`config.mk`:
```
export PLATFORM = sky130hd
export DESIGN_NAME = decode_stage_pipelined
export DESIGN_NICKNAME = d
export VERILOG_FILES = /design/src/rtl/decode_stage_pipelined_pkg.sv /design/src/rtl/decode_stage_pipelined_hazard_unit.sv /design/src/rtl/decode_stage_pipelined.sv
export SDC_FILE = /design/constraint.sdc
export NUM_CORES = 2
export LEC_CHECK = 0
export CORE_ASPECT_RATIO = 1.2
export CORE_MARGIN = 2
export CORE_UTILIZATION = 50
export DETAILED_ROUTE_END_ITERATION = 6
export PLACE_DENSITY = 0.78
export SLEW_MARGIN = 0
export SYNTH_ARGS = -nofsm -noshare
export SYNTH_HDL_FRONTEND = slang
export SYNTH_SLANG_ARGS = --single-unit
export TNS_END_PERCENT = 5
```
`constraint.sdc`:
```
create_clock -name clk -period 3.3 [get_ports clk]
set_input_delay 0.33 -clock clk [delete_from_list [all_inputs] [get_ports clk]]
set_output_delay 0.33 -clock clk [all_outputs]
set_load 0.005 [all_outputs]
```
`src/rtl/decode_stage_pipelined_pkg.sv`:
```
// Shared types and decode helpers for the pipelined decode stage.
package decode_stage_pipelined_pkg;

    typedef logic [31:0] instruction_type;

    typedef enum logic [2:0] {
        R_TYPE,
        I_TYPE,
        S_TYPE,
        B_TYPE,
        U_TYPE,
        J_TYPE
    } encoding_type;

    // All-zero is a harmless bubble: no register write, no memory access.
    typedef struct packed {
        logic         reg_write;
        logic         mem_read;
        logic         mem_write;
        logic         mem_to_reg;
        logic         alu_src;
        logic         branch;
        logic         jump;
        encoding_type encoding;
    } control_type;

    localparam logic [6:0] OpcLoad   = 7'b0000011;
    localparam logic [6:0] OpcOpImm  = 7'b0010011;
    localparam logic [6:0] OpcAuipc  = 7'b0010111;
    localparam logic [6:0] OpcStore  = 7'b0100011;
    localparam logic [6:0] OpcOp     = 7'b0110011;
    localparam logic [6:0] OpcLui    = 7'b0110111;
    localparam logic [6:0] OpcBranch = 7'b1100011;
    localparam logic [6:0] OpcJalr   = 7'b1100111;
    localparam logic [6:0] OpcJal    = 7'b1101111;

    // Main control decode from the opcode field.
    function automatic control_type control_decode(instruction_type instr);
        control_type c;
        c = '0;
        case (instr[6:0])
            OpcOp:     begin c.reg_write = 1'b1; c.encoding = R_TYPE; end
            OpcOpImm:  begin c.reg_write = 1'b1; c.alu_src = 1'b1; c.encoding = I_TYPE; end
            OpcLoad:   begin
                c.reg_write  = 1'b1;
                c.mem_read   = 1'b1;
                c.mem_to_reg = 1'b1;
                c.alu_src    = 1'b1;
                c.encoding   = I_TYPE;
            end
            OpcStore:  begin c.mem_write = 1'b1; c.alu_src = 1'b1; c.encoding = S_TYPE; end
            OpcBranch: begin c.branch = 1'b1; c.encoding = B_TYPE; end
            OpcLui, OpcAuipc: begin c.reg_write = 1'b1; c.alu_src = 1'b1; c.encoding = U_TYPE; end
            OpcJal:    begin c.reg_write = 1'b1; c.jump = 1'b1; c.encoding = J_TYPE; end
            OpcJalr:   begin
                c.reg_write = 1'b1;
                c.jump      = 1'b1;
                c.alu_src   = 1'b1;
                c.encoding  = I_TYPE;
            end
            default:   c = '0;
        endcase
        return c;
    endfunction

    // 32-bit sign-extended immediate for the given encoding; R_TYPE has none.
    function automatic logic [31:0] immediate_extension(instruction_type instr,
                                                        encoding_type enc);
        logic [31:0] imm;
        case (enc)
            I_TYPE:  imm = {{20{instr[31]}}, instr[31:20]};
            S_TYPE:  imm = {{20{instr[31]}}, instr[31:25], instr[11:7]};
            B_TYPE:  imm = {{19{instr[31]}}, instr[31], instr[7], instr[30:25], instr[11:8], 1'b0};
            U_TYPE:  imm = {instr[31:12], 12'b0};
            J_TYPE:  imm = {{11{instr[31]}}, instr[31], instr[19:12], instr[20], instr[30:21],
                            1'b0};
            default: imm = '0;
        endcase
        return imm;
    endfunction

endpackage

```
`src/rtl/decode_stage_pipelined_hazard_unit.sv`:
```
// Load-use hazard detection and input handshake for the decode stage.
module decode_stage_pipelined_hazard_unit
    import decode_stage_pipelined_pkg::*;
#(
    parameter int unsigned REG_ADDR_W = 5
) (
    input  logic [REG_ADDR_W-1:0] rs1_id,
    input  logic [REG_ADDR_W-1:0] rs2_id,
    input  encoding_type          encoding,
    input  logic                  out_valid,
    input  logic                  ex_mem_read,
    input  logic [REG_ADDR_W-1:0] ex_rd_id,
    input  logic                  out_ready,
    input  logic                  flush,
    output logic                  advance,
    output logic                  hazard,
    output logic                  ready
);

    logic rs1_used;
    logic rs2_used;

    // Operand use by encoding, then match against a load sitting in ID/EX.
    always_comb begin
        rs1_used = (encoding != U_TYPE) && (encoding != J_TYPE);
        rs2_used = (encoding == R_TYPE) || (encoding == S_TYPE) || (encoding == B_TYPE);
        advance  = !out_valid || out_ready;
        hazard   = out_valid && ex_mem_read && (ex_rd_id != '0) &&
                   ((rs1_used && (rs1_id == ex_rd_id)) || (rs2_used && (rs2_id == ex_rd_id)));
        ready    = advance && !hazard && !flush;
    end

endmodule

```
`src/rtl/decode_stage_pipelined.sv`:
```
// Decode stage with registered ID/EX output, WB bypass, load-use stall and flush.
module decode_stage_pipelined
    import decode_stage_pipelined_pkg::*;
#(
    parameter int unsigned XLEN       = 32,
    parameter int unsigned REG_ADDR_W = 5,   // register fields are taken from 5-bit slots
    parameter bit          BYPASS_EN  = 1'b1,
    parameter int unsigned CNT_W      = 32
) (
    input  logic                  clk,
    input  logic                  reset_n,
    input  logic                  in_valid,
    output logic                  in_ready,
    input  instruction_type       in_instruction,
    input  logic [XLEN-1:0]       in_pc,
    input  logic                  flush,
    input  logic                  wb_write_en,
    input  logic [REG_ADDR_W-1:0] wb_write_id,
    input  logic [XLEN-1:0]       wb_write_data,
    output logic                  out_valid,
    input  logic                  out_ready,
    output logic [XLEN-1:0]       out_pc,
    output logic [REG_ADDR_W-1:0] out_rd_id,
    output logic [REG_ADDR_W-1:0] out_rs1_id,
    output logic [REG_ADDR_W-1:0] out_rs2_id,
    output logic [XLEN-1:0]       out_read_data1,
    output logic [XLEN-1:0]       out_read_data2,
    output logic [XLEN-1:0]       out_immediate,
    output control_type           out_control,
    output logic [CNT_W-1:0]      stall_count
);

    localparam int unsigned NumRegs = 2 ** REG_ADDR_W;

    typedef struct packed {
        logic [XLEN-1:0]       pc;
        logic [REG_ADDR_W-1:0] rd_id;
        logic [REG_ADDR_W-1:0] rs1_id;
        logic [REG_ADDR_W-1:0] rs2_id;
        logic [XLEN-1:0]       read_data1;
        logic [XLEN-1:0]       read_data2;
        logic [XLEN-1:0]       immediate;
        control_type           control;
    } id_ex_type;

    id_ex_type             id_ex_q, id_ex_d;
    logic                  valid_q, valid_d;
    logic [CNT_W-1:0]      stall_q, stall_d;
    logic [XLEN-1:0]       regs_q [NumRegs];

    logic [REG_ADDR_W-1:0] rs1_id, rs2_id, rd_id;
    control_type           ctrl;
    logic signed [31:0]    imm32;
    logic [XLEN-1:0]       imm_ext;
    logic [XLEN-1:0]       read_data1, read_data2;
    logic                  advance, hazard, ready_raw;

    assign rd_id  = in_instruction[7 +: REG_ADDR_W];
    assign rs1_id = in_instruction[15 +: REG_ADDR_W];
    assign rs2_id = in_instruction[20 +: REG_ADDR_W];

    // Field decode: control word and sign-extended immediate.
    always_comb begin
        ctrl    = control_decode(in_instruction);
        imm32   = immediate_extension(in_instruction, ctrl.encoding);
        imm_ext = XLEN'(imm32);
    end

    // Register file storage; x0 is never written.
    always_ff @(posedge clk or negedge reset_n) begin
        if (!reset_n) begin
            for (int unsigned i = 0; i < NumRegs; i++) regs_q[i] <= '0;
        end else if (wb_write_en && (wb_write_id != '0)) begin
            regs_q[wb_write_id] <= wb_write_data;
        end
    end

    // Operand read with x0 forced to zero and same-cycle WB forwarding.
    always_comb begin
        read_data1 = regs_q[rs1_id];
        read_data2 = regs_q[rs2_id];
        if (rs1_id == '0) begin
            read_data1 = '0;
        end else if (BYPASS_EN && wb_write_en && (wb_write_id == rs1_id)) begin
            read_data1 = wb_write_data;
        end
        if (rs2_id == '0) begin
            read_data2 = '0;
        end else if (BYPASS_EN && wb_write_en && (wb_write_id == rs2_id)) begin
            read_data2 = wb_write_data;
        end
    end

    decode_stage_pipelined_hazard_unit #(
        .REG_ADDR_W (REG_ADDR_W)
    ) u_hazard (
        .rs1_id      (rs1_id),
        .rs2_id      (rs2_id),
        .encoding    (ctrl.encoding),
        .out_valid   (valid_q),
        .ex_mem_read (id_ex_q.control.mem_read),
        .ex_rd_id    (id_ex_q.rd_id),
        .out_ready   (out_ready),
        .flush       (flush),
        .advance     (advance),
        .hazard      (hazard),
        .ready       (ready_raw)
    );

    // Held low during reset so fetch never hands over an instruction that would be lost.
    assign in_ready = ready_raw && reset_n;

    // Next ID/EX contents: flush and bubbles clear valid and control, holds keep everything.
    always_comb begin
        id_ex_d = id_ex_q;
        valid_d = valid_q;
        stall_d = stall_q;
        if (flush) begin
            valid_d         = 1'b0;
            id_ex_d.control = '0;
        end else if (advance) begin
            if (in_valid && in_ready) begin
                valid_d            = 1'b1;
                id_ex_d.pc         = in_pc;
                id_ex_d.rd_id      = rd_id;
                id_ex_d.rs1_id     = rs1_id;
                id_ex_d.rs2_id     = rs2_id;
                id_ex_d.read_data1 = read_data1;
                id_ex_d.read_data2 = read_data2;
                id_ex_d.immediate  = imm_ext;
                id_ex_d.control    = ctrl;
            end else begin
                valid_d         = 1'b0;
                id_ex_d.control = '0;
            end
        end
        if (in_valid && hazard && (stall_q != '1)) begin
            stall_d = stall_q + CNT_W'(1);
        end
    end

    // ID/EX register and saturating stall counter.
    always_ff @(posedge clk or negedge reset_n) begin
        if (!reset_n) begin
            id_ex_q <= '0;
            valid_q <= 1'b0;
            stall_q <= '0;
        end else begin
            id_ex_q <= id_ex_d;
            valid_q <= valid_d;
            stall_q <= stall_d;
        end
    end

    assign out_valid      = valid_q;
    assign out_pc         = id_ex_q.pc;
    assign out_rd_id      = id_ex_q.rd_id;
    assign out_rs1_id     = id_ex_q.rs1_id;
    assign out_rs2_id     = id_ex_q.rs2_id;
    assign out_read_data1 = id_ex_q.read_data1;
    assign out_read_data2 = id_ex_q.read_data2;
    assign out_immediate  = id_ex_q.immediate;
    assign out_control    = id_ex_q.control;
    assign stall_count    = stall_q;

endmodule

```
# After elaboration in Yosys (flattened, before gate mapping)
# Index checks and enable logic that the tools add are counted.
[word_totals]
input_bits = 107
register_bits = 1210
[op_classes]
add_sub_neg = 1
n_lt_le_gt_ge = 4
n_mux = 27
eq_ne = 21
bitwise = 4
reduce_logical = 35
[ops]
columns = ["cell", "n"]
rows = [
  ["1024-bit bitwise mux", 1],
  ["32-bit binary-select mux with 5-bit select", 2],
  ["32-bit two-way mux", 9],
  ["32-bit demux with 5-bit select", 1],
  ["32-bit case mux with 5 select lines", 1],
  ["32-bit by 1-bit adder with 32-bit output (second input constant)", 1],
  ["32-bit != test (second input constant)", 1],
  ["10-bit two-way mux", 3],
  ["7-bit by 6-bit equality test with 1-bit output (second input constant)", 3],
  ["7-bit equality test (second input constant)", 3],
  ["5-bit equality test", 4],
  ["6-bit >= comparator (second input constant)", 3],
  ["5-bit inverter with 6-bit output", 3],
  ["1-bit logical AND", 16],
  ["3-bit case mux with 5 select lines", 1],
  ["7-bit by 5-bit equality test with 1-bit output (second input constant)", 2],
  ["5-bit logical NOT", 2],
  ["5-bit nonzero test", 2],
  ["1-bit two-way mux", 9],
  ["7-bit by 2-bit equality test with 1-bit output (second input constant)", 1],
  ["7-bit OR reduction", 1],
  ["3-bit by 2-bit equality test with 1-bit output (second input constant)", 2],
  ["3-bit equality test (second input constant)", 2],
  ["6-bit by 1-bit < comparator with 1-bit output (second input constant)", 1],
  ["other kinds (11)", 18],
]

# Logic depth before layout (Yosys ltp)
[depth]
ltp_word = 17
depth_mapped = 10
mapped_depth_nobuf = 6

# By module
# A second synthesis with hierarchy kept.
[hier_totals]
hier_cells = 4210
area_unflattened_um2 = 62283.5
[modules_own_cells]
columns = ["mod", "cells_per_inst", "instances", "area_per_inst_um2"]
rows = [
  ["decode_stage_pipelined", 4186, 1, 62114.6],
  ["decode_stage_pipelined_hazard_unit", 24, 1, 168.9],
]

# Least setup slack after synthesis
# No wires, ideal clock.
[synth_timing]
kind = "input to register"
startpoint = "in in_instruction[20]"
endpoint = "reg id_ex_q (netlist bit out_read_data2[10])"
path_buffers = 4
t_required_ns = 3.179
t_arrival_ns = 2.366
cell_stages = 8
path_slack_ns = 0.813
path_cell_list = "clkbuf_1 > buf_2 > buf_2 > buf_2 > mux4_2 > a221oi_1 > a221oi_1 > a22o_1"
[synth_via]
elab_chain_cells = 10
elab_cells_between_ends = 19
classes_between = "2 x eq/ne; 5 x mux; 1 x bitwise; 11 x reduce/logical"
[synth_lines]
columns = ["item", "line_no", "source"]
rows = [
  ["start, declared", "decode_stage_pipelined.sv:14", "input instruction_type in_instruction,"],
  ["parallel branches: the longest is 10 deep, another holds 32-bit binary-select mux with 5-bit select", "n/a", ""],
  ["end signal, assigned", "decode_stage_pipelined.sv:149", "id_ex_q <= id_ex_d;"],
  ["end, declared", "decode_stage_pipelined.sv:46", "id_ex_type id_ex_q, id_ex_d;"],
]
# Parallel ways; which one is timed is not known. The select of a mux whose other input is x is not followed.
# A chain may end at the register's enable or synchronous reset.

# Final worst setup path
[layout_timing]
startpoint = "reg id_ex_q (netlist bit out_rd_id[0])"
endpoint = "out in_ready"
[layout_via]
elab_chain_cells = 8
elab_cells_between_ends = 12
classes_between = "2 x eq/ne; 10 x reduce/logical"
[layout_lines]
columns = ["item", "line_no", "source"]
rows = [
  ["5-bit equality test", "decode_stage_pipelined_hazard_unit.sv:29", "((rs1_used && (rs1_id == ex_rd_id)) || (rs2_used && (rs2_id == ex_rd_id)));"],
  ["1-bit logical AND", "decode_stage_pipelined_hazard_unit.sv:29", ""],
  ["1-bit logical OR", "decode_stage_pipelined_hazard_unit.sv:29", ""],
  ["1-bit logical AND *", "decode_stage_pipelined_hazard_unit.sv:28", "hazard = out_valid && ex_mem_read && (ex_rd_id != '0) &&"],
  ["1-bit logical NOT *", "decode_stage_pipelined_hazard_unit.sv:30", "ready = advance && !hazard && !flush;"],
  ["1-bit logical AND * (2 in series)", "decode_stage_pipelined_hazard_unit.sv:30", ""],
  ["1-bit logical AND *", "decode_stage_pipelined.sv:111", "assign in_ready = ready_raw && reset_n;"],
  ["end, declared", "decode_stage_pipelined.sv:13", "output logic in_ready,"],
]
# Every way passes the cells marked *; elsewhere a longest branch is shown, timed or not.

==> summary.md <==
| Metric | Value |
|---|---|
| Global-route wire length before repair | `288000 um` |
| Flops & latches, synth | `1209` |
| Slowest cell on crit path | `clkdlybuf4s50_1` |
| Most common cell after layout, fill and taps aside | `dfrtp_1` |
| Final core utilization | `58.3%` |
| Core Box Area | `123000 sq um` |
| Synth area leader | `dfrtp_1` |
| Syn_nets | `4268` |
| Buffer and inverter count on the worst path | `1` |
| Total CTS buffers | `117` |
| Worst reg-to-reg setup slack | `380 ps` |
| Critical Path RT | `2970 ps` |
| Final design instance area without fill | `71600 sq um` |
| Pre-CTS setup slack | `24.0 ps` |
| Post-Synth Adder-Cell Area | `0.0203%` |
| XOR/XNOR share of the synthesized area | `0.725%` |
| Worst hold path class | `in -> async` |
| FF-to-FF End | `out_read_data2[11]$_DFFE_PN0P_` |
| Crit-path cells | `or3_1, o311a_1, o21ai_2, and2_1, clkdlybuf4s50_1` |
| CP top delay family | `simple AND/OR/NAND/NOR gates` |
| Worst r2r src | `out_rd_id[0]$_DFFE_PN0P_` |
| CP max stage delay | `540 ps` |
| VDD IR max | `0.439 mV` |
| Total GRT Usage | `30.4%` |
| Vias per inst | `6.92` |
| Commonest cells after routing, fill and taps aside | `dfrtp_1 (1207), mux2_2 (1052), mux4_2 (511), clkdlybuf4s50_1 (287), buf_4 (131)` |
| Synth Warn # | `0` |
| Final setup viols | `0` |
| Placed cell area | `67400 sq um` |
| Main combinational cell family by area after synthesis | `multiplexers` |
| Chip width | `325 um` |
| Layout cells sized above 1 | `46.3%` |
| Die ar. | `126000 sq um` |
| Crit-path max FO | `5` |
| Nets | `4420` |
| Reg clk slew, reported paths | `70 ps` |
| Status | `completed` |
| P&R area growth vs syn | `16.1%` |
| Die height | `389 um` |
| CP arrival | `2900 ps` |
| Max-cap viol count | `0` |
| Critical path class | `reg -> out` |
| DRT antenna net count | `0` |
| Max Clk Rate | `0.310 GHz` |
| Tot Pwr | `42.6 mW` |
| Post-route clock period utilization | `97.7%` |
| Starting Density | `50.2%` |
| Synth Flop Type | `dfrtp_1` |
| Number of global-route vias before repair | `43400` |
| Skew-Pair Late Insertion Delay | `740 ps` |
| CP Launch Type | `register` |
| Root Driver | `clkbuf_16` |
| Drt total wl | `192000 um` |
| RSZ-0062 raised after global routing | `false` |
| Asr flop ratio synth | `100%` |
| Clock tree buffer depth | `3` |
| DR vias | `41900` |
| Post-synth EDFFs | `0` |
| Top post-synthesis cells by area | `dfrtp_1 (49%), mux2_2 (19%), mux4_2 (19%), clkbuf_1 (1.9%), a22o_1 (1.4%)` |
| Final WS setup | `74.4 ps` |
| CTS tree | `done` |
| DP HPWL | `118000 um` |
| Clk_skew | `35.8 ps` |
| Final hold violation count | `0` |
| Setup crit end kind | `output port` |
| Slew Limit Headroom | `18.1%` |
| Clock sink total | `1209` |
| GRT overflow | `0` |
| Cells after Synth | `4160` |
| Fillers | `9334` |
| Pwr per Cell Area | `595 nW/um^2` |
| Unique masters post-synth | `64` |
| Routed len/inst | `31.7 um` |
| Post-synthesis simple-gate area fraction | `2.84%` |
| Pin count of the biggest net entering global routing | `184` |
| P_leak | `30.5 nW` |
| Synth Cell Area | `61600 sq um` |
| Mux share of post-synthesis cell area | `38.4%` |
| DRC violations left | `0` |
| Count of pins over their slew limit | `0` |
| PortBufs | `293` |
| Setup TNS | `0 ps` |
| Sequential area share after synthesis | `49.1%` |
| DRT Pass-1 Iters | `5` |
| Gpl congestion | `0.928` |
| Fin crit period | `3230 ps` |
| Synth Area in Compound Gates | `5.84%` |
| Io pins | `294` |
| Actual slew at the worst max-slew pin | `1230 ps` |
| H-tree depth | `3` |
| Site Rows | `141` |
| Initial antenna violation count | `7` |
| R2r worst-path depth | `6` |
| Post-synth top area share | `49.1%` |
| Avg Cell Area, Syn | `14.8 sq um` |
| Iteration-0 DRC Markers | `4768` |
-- sequential cells by signal (all words and copies together), names as in the netlist, 9 cells and up --
register and cells:
out_control 9, stall_count 32, out_immediate 32, regs_q 1024
out_read_data1 32, out_pc 32, out_read_data2 32
-- logic make-up after synthesis --
kind of cell	after synthesis
adder cells (fa/ha/maj)	1
buffers and inverters	477
XOR/XNOR	51
AND/OR/NAND/NOR	361
multiplexers	1589
flip-flops	1209
AO/OA/AOI/OAI	472
-- layer usage --
layer,routed length (um),track usage (%),vias to the layer above
met1,70100,39.1,22200
met4,12000,17.1,10
met3,18500,6.37,610
li1,-,-,16400
met5,151,0.686,-
met2,91000,48.1,2704
-- repair_timing --
item / CTS / global route
pin swaps: 0 / 2
buffers inserted: 0 / 1
hold endpoints to repair: 386 / 0
hold buffers: 2 / 0
setup endpoints to repair: 1 / 1
gates resized for setup: 4 / 2
-- power by group --
| part | leakage (nW) | switching, mW | total [mW] | internal [mW] |
|---|---|---|---|---|
| Clock | 2.01 | 5.96 | 14.2 | 8.25 |
| Combinational | 13.0 | 3.32 | 8.63 | 5.31 |
| Sequential | 15.5 | 2.22 | 19.7 | 17.5 |
| Total | 30.5 | 11.5 | 42.6 | 31.1 |
-- layout make-up --
type | count | area [sq um] | area share, %
antenna | 1 | 2.50 | 0.00350
clock inverter | 42 | 542 | 0.757
timing repair buffer | 496 | 5380 | 7.51
clock buffer | 176 | 3540 | 4.95
sequential | 1209 | 30300 | 42.3
tap | 1644 | 2060 | 2.87
inverter | 14 | 52.6 | 0.0734
multi-input combinational | 2474 | 29700 | 41.5
-- worst max path at each step --
| stage | startpoint | endpoint | slack [ps] | cells after the start |
|---|---|---|---|---|
| floorplan | in_instruction[20] | out_read_data2[10]$_DFFE_PN0P_ | 810 | 8 |
| global placement | in_instruction[2] | out_read_data2[28]$_DFFE_PN0P_ | 60 | 8 |
| detailed placement | in_instruction[2] | out_read_data2[11]$_DFFE_PN0P_ | 20 | 8 |
| CTS | out_rd_id[3]$_DFFE_PN0P_ | in_ready | 20 | 8 |
| global route | out_rd_id[0]$_DFFE_PN0P_ | in_ready | 20 | 5 |
| finish | out_rd_id[0]$_DFFE_PN0P_ | in_ready | 70 | 5 |
-- cells in the mapped netlist, types with 3 or more instances --
library cell,number
dfrtp_1,1209
mux2_2,1052
mux4_2,511
clkbuf_1,314
nand2_1,131
a22oi_1,112
nor2_1,102
a22o_1,101
a221oi_1,94
buf_2,71
buf_1,67
o21ai_0,58
xor2_1,38
o22ai_1,30
o31ai_1,29
nand3_1,24
mux2i_1,21
a21oi_1,17
nor3_1,15
inv_1,14
nor2b_1,13
nor4_1,13
xnor2_1,13
and2_1,9
o221ai_1,9
buf_4,8
nand2b_1,6
nor3b_1,6
o211ai_1,6
a32o_1,5
and3_1,5
mux2_4,5
nand4_1,5
nand3b_1,4
or2_2,4
and3b_1,3
buf_6,3
or3_1,3
-- through the flow --
stage / hold slack [ps] / std cells
finish: 35.1 / 6056
global route: 62.8 / 6056
CTS: 5.42 / 6054
detailed placement: 169 / 5834
global placement: 168 / 5834
floorplan: 34.4 / 4160
No activity file was read; power rests on OpenSTA's default activity.
